File: src/rtl/ttc_frame_scheduler.sv
// ttc_frame_scheduler: arbitrates the outgoing TTC frame slot between triggers, queued commands and periodic sync
//
// Ports:
//   clk160        sole clock
//   rst_n         asynchronous active-low reset
//   trig_in       trigger request, one request per high cycle
//   cmd_valid     command word offered
//   cmd_data      12-bit command payload
//   cmd_ready     command FIFO can accept (not full)
//   out_data      16-bit frame to the serializer
//   out_valid     out_data valid (high from the first edge after reset)
//   out_ready     serializer accepts out_data
//   trig_pending  triggers accepted but not yet framed
//   trig_overflow sticky flag: a trigger was dropped
module ttc_frame_scheduler #(
    parameter int CMD_DEPTH      = 4,
    parameter int SYNC_INTERVAL  = 32,
    parameter int MAX_TRIG_BURST = 4
) (
    input  logic        clk160,
    input  logic        rst_n,
    input  logic        trig_in,
    input  logic        cmd_valid,
    input  logic [11:0] cmd_data,
    output logic        cmd_ready,
    output logic [15:0] out_data,
    output logic        out_valid,
    input  logic        out_ready,
    output logic [3:0]  trig_pending,
    output logic        trig_overflow
);
    localparam int AW = $clog2(CMD_DEPTH);
    localparam int CW = $clog2(CMD_DEPTH + 1);
    localparam int SW = $clog2(SYNC_INTERVAL + 1);
    localparam int BW = $clog2(MAX_TRIG_BURST + 1);

    typedef enum logic [1:0] {F_IDLE, F_TRIG, F_CMD, F_SYNC} frame_e;

    frame_e        state_q, state_d, sel;
    logic [11:0]   mem_q [CMD_DEPTH];
    logic [AW-1:0] rd_ptr_q, rd_ptr_d, wr_ptr_q, wr_ptr_d;
    logic [CW-1:0] count_q, count_d;
    logic [SW-1:0] sync_q, sync_d;
    logic [BW-1:0] burst_q, burst_d;
    logic [7:0]    tag_q, tag_d;
    logic [3:0]    pend_q, pend_d;
    logic          ovf_q, ovf_d;
    logic          valid_q;
    logic [15:0]   data_q, data_d;
    logic          load, push, pop, fifo_empty, trig_load;

    always_comb begin
        // The very first edge after reset loads a frame even though nothing is valid yet
        load       = !valid_q || out_ready;
        fifo_empty = count_q == '0;
        cmd_ready  = count_q != CW'(CMD_DEPTH);
        push       = cmd_valid && cmd_ready;
        // Burst limit gives a waiting command one slot after MAX_TRIG_BURST consecutive triggers
        sel = (burst_q == BW'(MAX_TRIG_BURST) && !fifo_empty) ? F_CMD  :
              (pend_q != 4'd0)                               ? F_TRIG :
              !fifo_empty                                    ? F_CMD  :
              (sync_q >= SW'(SYNC_INTERVAL))                 ? F_SYNC : F_IDLE;
        state_d   = load ? sel : state_q;
        trig_load = load && sel == F_TRIG;
        pop       = load && sel == F_CMD;
        data_d = !load           ? data_q :
                 sel == F_TRIG   ? {8'hA5, tag_q} :
                 sel == F_CMD    ? {4'hC, mem_q[rd_ptr_q]} :
                 sel == F_SYNC   ? 16'h817E : 16'hAAAA;
        tag_d   = trig_load ? tag_q + 8'd1 : tag_q;
        burst_d = !load ? burst_q : (trig_load && !fifo_empty) ? burst_q + BW'(1) : '0;
        sync_d  = !load ? sync_q :
                  sel == F_SYNC ? '0 :
                  (sync_q >= SW'(SYNC_INTERVAL)) ? sync_q : sync_q + SW'(1);
        pend_d = pend_q;
        ovf_d  = ovf_q;
        // A trigger arriving on a TRIG load replaces the one consumed, so the count holds
        if (trig_in && !trig_load) begin
            if (pend_q == 4'hF) ovf_d = 1'b1;
            else pend_d = pend_q + 4'd1;
        end else if (!trig_in && trig_load) begin
            pend_d = pend_q - 4'd1;
        end
        wr_ptr_d = push ? wr_ptr_q + AW'(1) : wr_ptr_q;
        rd_ptr_d = pop ? rd_ptr_q + AW'(1) : rd_ptr_q;
        count_d  = count_q + CW'(push) - CW'(pop);
    end

    always_ff @(posedge clk160 or negedge rst_n) begin
        if (!rst_n) begin
            state_q  <= F_IDLE;
            valid_q  <= 1'b0;
            data_q   <= 16'h0000;
            rd_ptr_q <= '0;
            wr_ptr_q <= '0;
            count_q  <= '0;
            sync_q   <= '0;
            burst_q  <= '0;
            tag_q    <= 8'd0;
            pend_q   <= 4'd0;
            ovf_q    <= 1'b0;
        end else begin
            state_q  <= state_d;
            valid_q  <= 1'b1;
            data_q   <= data_d;
            rd_ptr_q <= rd_ptr_d;
            wr_ptr_q <= wr_ptr_d;
            count_q  <= count_d;
            sync_q   <= sync_d;
            burst_q  <= burst_d;
            tag_q    <= tag_d;
            pend_q   <= pend_d;
            ovf_q    <= ovf_d;
        end
    end

    // Storage needs no reset: occupancy is tracked by count_q and the pointers
    always_ff @(posedge clk160) begin
        if (push) mem_q[wr_ptr_q] <= cmd_data;
    end

    assign out_data      = data_q;
    assign out_valid     = valid_q;
    assign trig_pending  = pend_q;
    assign trig_overflow = ovf_q;
endmodule

File: config.mk
export PLATFORM = sky130hd
export DESIGN_NAME = ttc_frame_scheduler
export DESIGN_NICKNAME = d
export VERILOG_FILES = /design/src/rtl/ttc_frame_scheduler.sv
export SDC_FILE = /design/constraint.sdc
export NUM_CORES = 1
export LEC_CHECK = 0
export CAP_MARGIN = 15
export CORE_UTILIZATION = 35
export CTS_BUF_LIST = sky130_fd_sc_hd__clkbuf_4 sky130_fd_sc_hd__clkbuf_8 sky130_fd_sc_hd__clkbuf_16
export CTS_CLUSTER_DIAMETER = 60
export CTS_CLUSTER_SIZE = 40
export DETAILED_ROUTE_END_ITERATION = 6
export GPL_TIMING_DRIVEN = 0
export SLEW_MARGIN = 0
export SYNTH_ARGS = -nofsm -noshare
export SYNTH_HDL_FRONTEND = slang
export SYNTH_SLANG_ARGS = --single-unit
File: constraint.sdc
create_clock -name clk160 -period 3.9 [get_ports clk160]
set_input_delay 0.39 -clock clk160 [delete_from_list [all_inputs] [get_ports clk160]]
set_output_delay 0.39 -clock clk160 [all_outputs]
set_load 0.005 [all_outputs]
==> run metrics, run 1 <==
Initial Utilization=35.8%; Hold Fails Final Rpt=0; total die area=0.0121 mm^2; Total Wirelength=7590 um; multi-input logic area=0.00140 mm^2; ys async rst share=48.4%; Max Cap Viol=0; FF/Latch Area=0.00257 mm^2; Die X=110 um; CTS buffer count=9; nets@finish=366; RSZ-0062 raised after global routing=no; met1 WL=3570 um; mapped cell area=0.00408 mm^2; H-tree levels=3; Peak Freq=348 MHz; post-route minimum period=2880 ps; I/O Buffers=38; DR iter-0 viols=81; CP Data Required Time=4150 ps; post-route setup slack=1020 ps; routed wl met2=3580 um; CP Class=reg -> reg; cells after synthesis=283; Worst VDD drop=0.270 mV; clk slew on worst S/H paths=60 ps; Synth Flop Type=edfxtp_1; IO Count=40; drt wl/cell=15.8 um; clock skew=7.47 ps; Slew HR=54.5%; total power=3.79 mW; FF+latch count, synth=93; fin crit share=73.7%; ant diodes=0; via density per instance=4.96; DRC Markers=0; vias post-DR=2386; Cell Chain, Critical Path=clkbuf_1 > o311ai_1 > nand3_2 > nand2_1 > ha_1 > a21o_2 > a211o_1 > o22ai_1 > xor2_1; crit path max-delay cell type=o311ai_1; GRT overflow=0; Crit Path Max Fanout=8; drt first pass iters=4; crit-path max cell delay=630 ps; routed wl met3=259 um; Setup TNS Final=0 ps; Top Layer Used=met4; max-slew violations=0; syn nets=315; post-layout utilization of the core=43.8%; fraction of layout cells with a size suffix above 1=13.3%; area grow syn2layout=22.2%; core area=0.0114 mm^2; Slew @ Worst Pin=683 ps; vias in the first global route=2474; Fill cells=996; synthesized area per cell=14.4 um^2; Hold Crit Class=reg -> reg; Routed Antenna Nets=0; sequential share of the synthesized area=63.0%; Final setup viols=0; first-pass GRT wire length=12600 um; Startpoint Class=flop; Skew-Pair Late Insertion Delay=340 ps; status=complete, no violations; yosys warns=0; Clock Tree Buf Depth=2; largest net degree at the start of global routing=34; CTS tree=built; Final Wtd Congestion=0.769; P per Cell Area=761 mW/mm^2; Rows=39; gr usage total=14.2%; clock sinks=93; hpwl dp=5430 um; Critical Path End Type=flop; count of cell types in the netlist=53; Die H=110 um; dpl ws=1070 ps; Post-synth EDFFs=48; P_leak=1.92 nW; CP arrival=3130 ps; CTS root buffer=clkbuf_16; number of antenna violations at the first check in global routing=0
## through the flow
| step | instance area (um^2) | hold WS (ps) | cells |
|---|---|---|---|
| final | 4980 | 467 | 481 |
| after global routing | 4980 | 490 | 481 |
| after CTS | 4980 | 479 | 481 |
| after detailed placement | 4650 | 318 | 465 |
| after global placement | 4630 | 457 | 464 |
| after floorplan | 4080 | 94.4 | 283 |
## state kept, by name (all words and copies together), names as in the netlist
register	count
burst_q	3
count_q	3
mem_q	48
out_data	15
out_valid	1
rd_ptr_q	2
sync_q	6
tag_q	8
trig_overflow	1
trig_pending	4
wr_ptr_q	2
## per-layer routing
metal,vias to the layer above,track usage (%)
met5,-,0
met4,0,7.14
met3,12,3.44
met2,39,22.2
met1,1177,18.4
li1,1158,-
## repair_timing
item                                   in CTS  in global routing
buffers inserted                            0                  0
endpoints found under the hold margin      12                  0
gates resized for setup                     0                  0
hold buffers                                1                  0
## power breakdown
part | switching, mW | internal, mW
sequential | 0.242 | 1.36
clock | 0.364 | 0.563
combinational | 0.613 | 0.649
total | 1.22 | 2.57
## cells by family (layout without fill, tap and decap cells)
logic type	count (synthesis)	in the layout	synth area share (%)
xor+xnor	15	15	3.22
buf+inv	24	79	2.61
other cells	2	2	0.184
compound gates	50	50	8.87
fa+ha+maj	15	15	4.97
mux	18	18	8.17
flops	93	93	63.0
simple gates	66	66	8.97
## cell usage in the layout (no fill, tap or decap), types with 3 or more instances in the layout
cell type / synthesis / routed
mux4_2: 12 / 12
dfrtp_1: 45 / 45
a21oi_1: 8 / 8
o31ai_1: 5 / 5
o21ai_1: 7 / 7
mux2i_1: 4 / 4
clkbuf_16: 0 / 9
clkdlybuf4s50_1: 0 / 37
nand2_1: 23 / 23
and3_1: 7 / 7
edfxtp_1: 48 / 48
o22ai_1: 4 / 4
nand4_1: 7 / 7
nor2_1: 10 / 10
xnor2_1: 12 / 12
o221ai_1: 3 / 3
xor2_1: 3 / 3
inv_1: 12 / 12
ha_1: 13 / 13
o21ai_0: 3 / 3
nor3b_1: 3 / 3
clkbuf_1: 6 / 6
## critical path: cells and delay by family (launching register included)
| family | cells | cell delay, ps |
|---|---|---|
| AO/OA/AOI/OAI | 4 | 1290 |
| adder cells (fa/ha/maj) | 1 | 260 |
| AND/OR/NAND/NOR | 2 | 540 |
| XOR/XNOR | 1 | 170 |
| buffers and inverters | 1 | 190 |
| flip-flops | 1 | 350 |
## synthesized netlist by cell type (3+ instances only)
library cell | count | area [um^2]
edfxtp_1 | 48 | 1440
dfrtp_1 | 45 | 1130
nand2_1 | 23 | 86.3
ha_1 | 13 | 163
inv_1 | 12 | 45.0
mux4_2 | 12 | 270
xnor2_1 | 12 | 105
nor2_1 | 10 | 37.5
a21oi_1 | 8 | 40.0
and3_1 | 7 | 43.8
nand4_1 | 7 | 43.8
o21ai_1 | 7 | 35.0
clkbuf_1 | 6 | 22.5
o31ai_1 | 5 | 37.5
mux2i_1 | 4 | 40.0
o22ai_1 | 4 | 25.0
nor3b_1 | 3 | 22.5
o21ai_0 | 3 | 15.0
o221ai_1 | 3 | 26.3
xor2_1 | 3 | 26.3
## path summary, 6_finish.rpt
path                                     startpoint                          end  slack [ps]  depth (start not counted)
setup reg to reg               count_q[1]$_DFF_PN0_  trig_pending[3]$_DFFE_PN0P_        1020                          9
hold / removal             out_data[15]$_DFFE_PN0P_     out_data[15]$_DFFE_PN0P_         470                          1
min in group asynchronous                     rst_n      wr_ptr_q[1]$_DFFE_PN0P_         500                          2
max in group asynchronous                     rst_n      out_data[2]$_DFFE_PN0P_        2920                          3
setup / recovery               count_q[1]$_DFF_PN0_  trig_pending[3]$_DFFE_PN0P_        1020                          9
hold reg to reg            out_data[15]$_DFFE_PN0P_     out_data[15]$_DFFE_PN0P_         470                          1
## area by class of cell
class | instances | area share [%]
Clock inverter | 6 | 1.88
Tap cell | 143 | 3.59
Multi-Input combinational cell | 166 | 28.1
Timing Repair Buffer | 40 | 8.14
Sequential cell | 93 | 51.6
Clock buffer | 9 | 4.52
Inverter | 12 | 0.905
Buffer | 12 | 1.23
No activity file was read; power rests on OpenSTA's default activity.
==> inputs of run 2 (changes only) <==
- clock period: 3.9 -> 2.5 ns (I/O delays scaled with it)
==> run 2 against run 1 <==
Against the previous run:
- utilization up 0.65 points
- cell area up 1.5%
- critical path depth down 2
- sequential cell count unchanged
- highest routed layer unchanged
==> run metrics, run 2 (synthesis results as in run 1) <==
crit path max-delay cell type=or4_4 (was o311ai_1); max reg flops=48 (unchanged); Startpoint Class=flop (unchanged); clk slew on worst S/H paths=70 ps (was 60 ps); worst hold slack=391 ps (was 467 ps); P per Cell Area=1180 mW/mm^2 (was 761 mW/mm^2); Critical Path End Type=flop (unchanged); max-slew violations=0 (unchanged); reg2reg path depth=7 (was 9); CTS tree=built (unchanged); fin crit share=96.7% (was 73.7%); Hold Fails Final Rpt=0 (unchanged); Fill cells=1015 (was 996); I/O Buffers=38 (unchanged); Hold Crit Class=in -> async (was reg -> reg); Die H=110 um (unchanged); Initial Utilization=35.8% (unchanged); Worst R2R Start=trig_pending[0]$_DFFE_PN0P_ (was count_q[1]$_DFF_PN0_); GRT overflow=0 (unchanged); H-tree levels=3 (unchanged); clock sinks=93 (unchanged); drt wl/cell=16.0 um (was 15.8 um); vias post-DR=2456 (was 2386); ant diodes=0 (unchanged); Setup TNS Final=0 ps (unchanged); DRC Markers=0 (unchanged); nets@finish=370 (was 366); RSZ-0062 raised after global routing=yes (was no); Rows=39 (unchanged); drt first pass iters=4 (unchanged); cell family with most CP delay=adder cells (was compound AO/OA/AOI/OAI gates); area grow syn2layout=24.0% (was 22.2%); Worst VDD drop=0.442 mV (was 0.270 mV); Slew HR=57.1% (was 54.5%); status=complete, no violations (unchanged); r2r endpoint=count_q[1]$_DFF_PN0_ (was trig_pending[3]$_DFFE_PN0P_); CP Data Required Time=2720 ps (was 4150 ps); IO Count=40 (unchanged); first-pass GRT wire length=12800 um (was 12600 um); clock skew=6.61 ps (was 7.47 ps); leading cell type in the layout, fill and taps excluded=edfxtp_1 (unchanged); Die X=110 um (unchanged); CP Class=reg -> reg (unchanged); CTS buffer count=9 (unchanged); CP arrival=2640 ps (was 3130 ps); Peak Freq=414 MHz (was 348 MHz); via density per instance=5.05 (was 4.96); Clock Tree Buf Depth=2 (unchanged); crit path buf inv count=2 (was 1); Cell Chain, Critical Path=or4_4 > buf_6 > a211oi_4 > ha_1 > inv_1 > ha_1 > fa_1 (was clkbuf_1 > o311ai_1 > nand3_2 > nand2_1 > ha_1 > a21o_2 > a211o_1 > o22ai_1 > xor2_1); total die area=0.0121 mm^2 (unchanged); number of antenna violations at the first check in global routing=0 (unchanged); vias in the first global route=2457 (was 2474); Total Wirelength=7780 um (was 7590 um); Reg with most FFs=mem_q (unchanged); P_leak=1.94 nW (was 1.92 nW); CP most frequent cell=ha_1; Max Cap Viol=0 (unchanged); fraction of layout cells with a size suffix above 1=16.9% (was 13.3%); Crit Path Max Fanout=7 (was 8); total power=5.97 mW (was 3.79 mW); post-route minimum period=2420 ps (was 2880 ps); Skew-Pair Late Insertion Delay=350 ps (was 340 ps); core area=0.0114 mm^2 (unchanged); Routed Antenna Nets=0 (unchanged); DR iter-0 viols=80 (was 81); largest net degree at the start of global routing=28 (was 34); gr usage total=14.6% (was 14.2%); Final setup viols=0 (unchanged); Slew @ Worst Pin=643 ps (was 683 ps); hpwl dp=5500 um (was 5430 um); most frequent cells in the layout=48 x edfxtp_1, 42 x dfrtp_1, 37 x clkdlybuf4s50_1, 22 x nand2_1 (was 48 x edfxtp_1, 45 x dfrtp_1, 37 x clkdlybuf4s50_1, 23 x nand2_1, 13 x ha_1); CTS root buffer=clkbuf_16 (unchanged); Final Wtd Congestion=0.755 (was 0.769); crit-path max cell delay=540 ps (was 630 ps); R2R setup slack=80 ps (was 1020 ps)
## run 2: cell count changes in the layout (fill, tap and decap cells not counted), sizes merged
cell | before | now
clkinv | 1 | 2
clkbuf | 15 | 14
inv | 14 | 17
bufinv | 2 | 0
buf | 8 | 13
clkinvlp | 1 | 0
## run 2: through the flow
step | worst slack [ps] | cell area (um^2) | util [%] | cells
4_1_cts | 0.866 | 5030 | 44.3 | 486
6_report | 82.9 | 5050 | 44.4 | 486
2_1_floorplan | 30.2 | 4090 | - | 283
3_5_place_dp | -341 | 4660 | 41.0 | 465
5_1_grt | 1.74 | 5050 | 44.4 | 486
3_3_place_gp | -312 | 4650 | 40.9 | 464
## run 2: worst max path at each step
stage | slack (ps) | from | cells past startpoint | to
finish | 80 | trig_pending[0]$_DFFE_PN0P_ | 7 | count_q[1]$_DFF_PN0_
floorplan | 30 | trig_pending[0]$_DFFE_PN0P_ | 9 | trig_pending[3]$_DFFE_PN0P_
detailed placement | -340 | count_q[1]$_DFF_PN0_ | 9 | trig_pending[3]$_DFFE_PN0P_
CTS | 0.9 | trig_pending[0]$_DFFE_PN0P_ | 9 | trig_pending[3]$_DFFE_PN0P_
global route | 2 | trig_pending[0]$_DFFE_PN0P_ | 9 | trig_pending[3]$_DFFE_PN0P_
global placement | -310 | count_q[1]$_DFF_PN0_ | 9 | trig_pending[3]$_DFFE_PN0P_
## run 2: final cells by class
cell class | instances | area [um^2] | area share, %
flip-flops and latches | 93 | 2570 | 50.9
clock inverters | 7 | 78.8 | 1.56
repair buffers | 45 | 443 | 8.77
multi-input cells | 166 | 1450 | 28.8
plain buffers | 11 | 57.6 | 1.14
clock buffers | 9 | 225 | 4.46
well taps | 143 | 179 | 3.54
inverters | 12 | 45.0 | 0.892
## run 2: layer usage
| metal | wire length [um] | GRT usage (%) | part of all wire (%) | vias up |
|---|---|---|---|---|
| li1 | - | - | - | 1169 |
| met1 | 3680 | 19.1 | 47 | 1230 |
| met2 | 3690 | 23.3 | 47 | 39 |
| met3 | 218 | 2.79 | 2.8 | 18 |
| met4 | 191 | 7.14 | 2.5 | 0 |
| met5 | 0 | 0 | 0 | - |
## run 2: timing repair
action / 4_1_cts / 5_1_grt
hold buffers: 1 / 0
pin swaps: 2 / 2
setup buffers: 4 / 1
endpoints found under the hold margin: 18 / 0
resized for setup: 4 / 2
endpoints found under the setup margin: 3 / 3
## run 2: report_power, final
| group | internal, mW | switching (mW) | leakage [nW] |
|---|---|---|---|
| logic | 1.08 | 1.03 | 0.817 |
| clock network | 0.717 | 0.659 | 0.151 |
| registers | 2.12 | 0.367 | 0.977 |
| total | 3.92 | 2.06 | 1.94 |
==> inputs of run 3 (changes only) <==
- CTS_CLUSTER_DIAMETER: 60 -> unset
- CTS_CLUSTER_SIZE: 40 -> 10
==> results of run 3 <==
Final layout, timing and power as in run 2 (identical DEF).
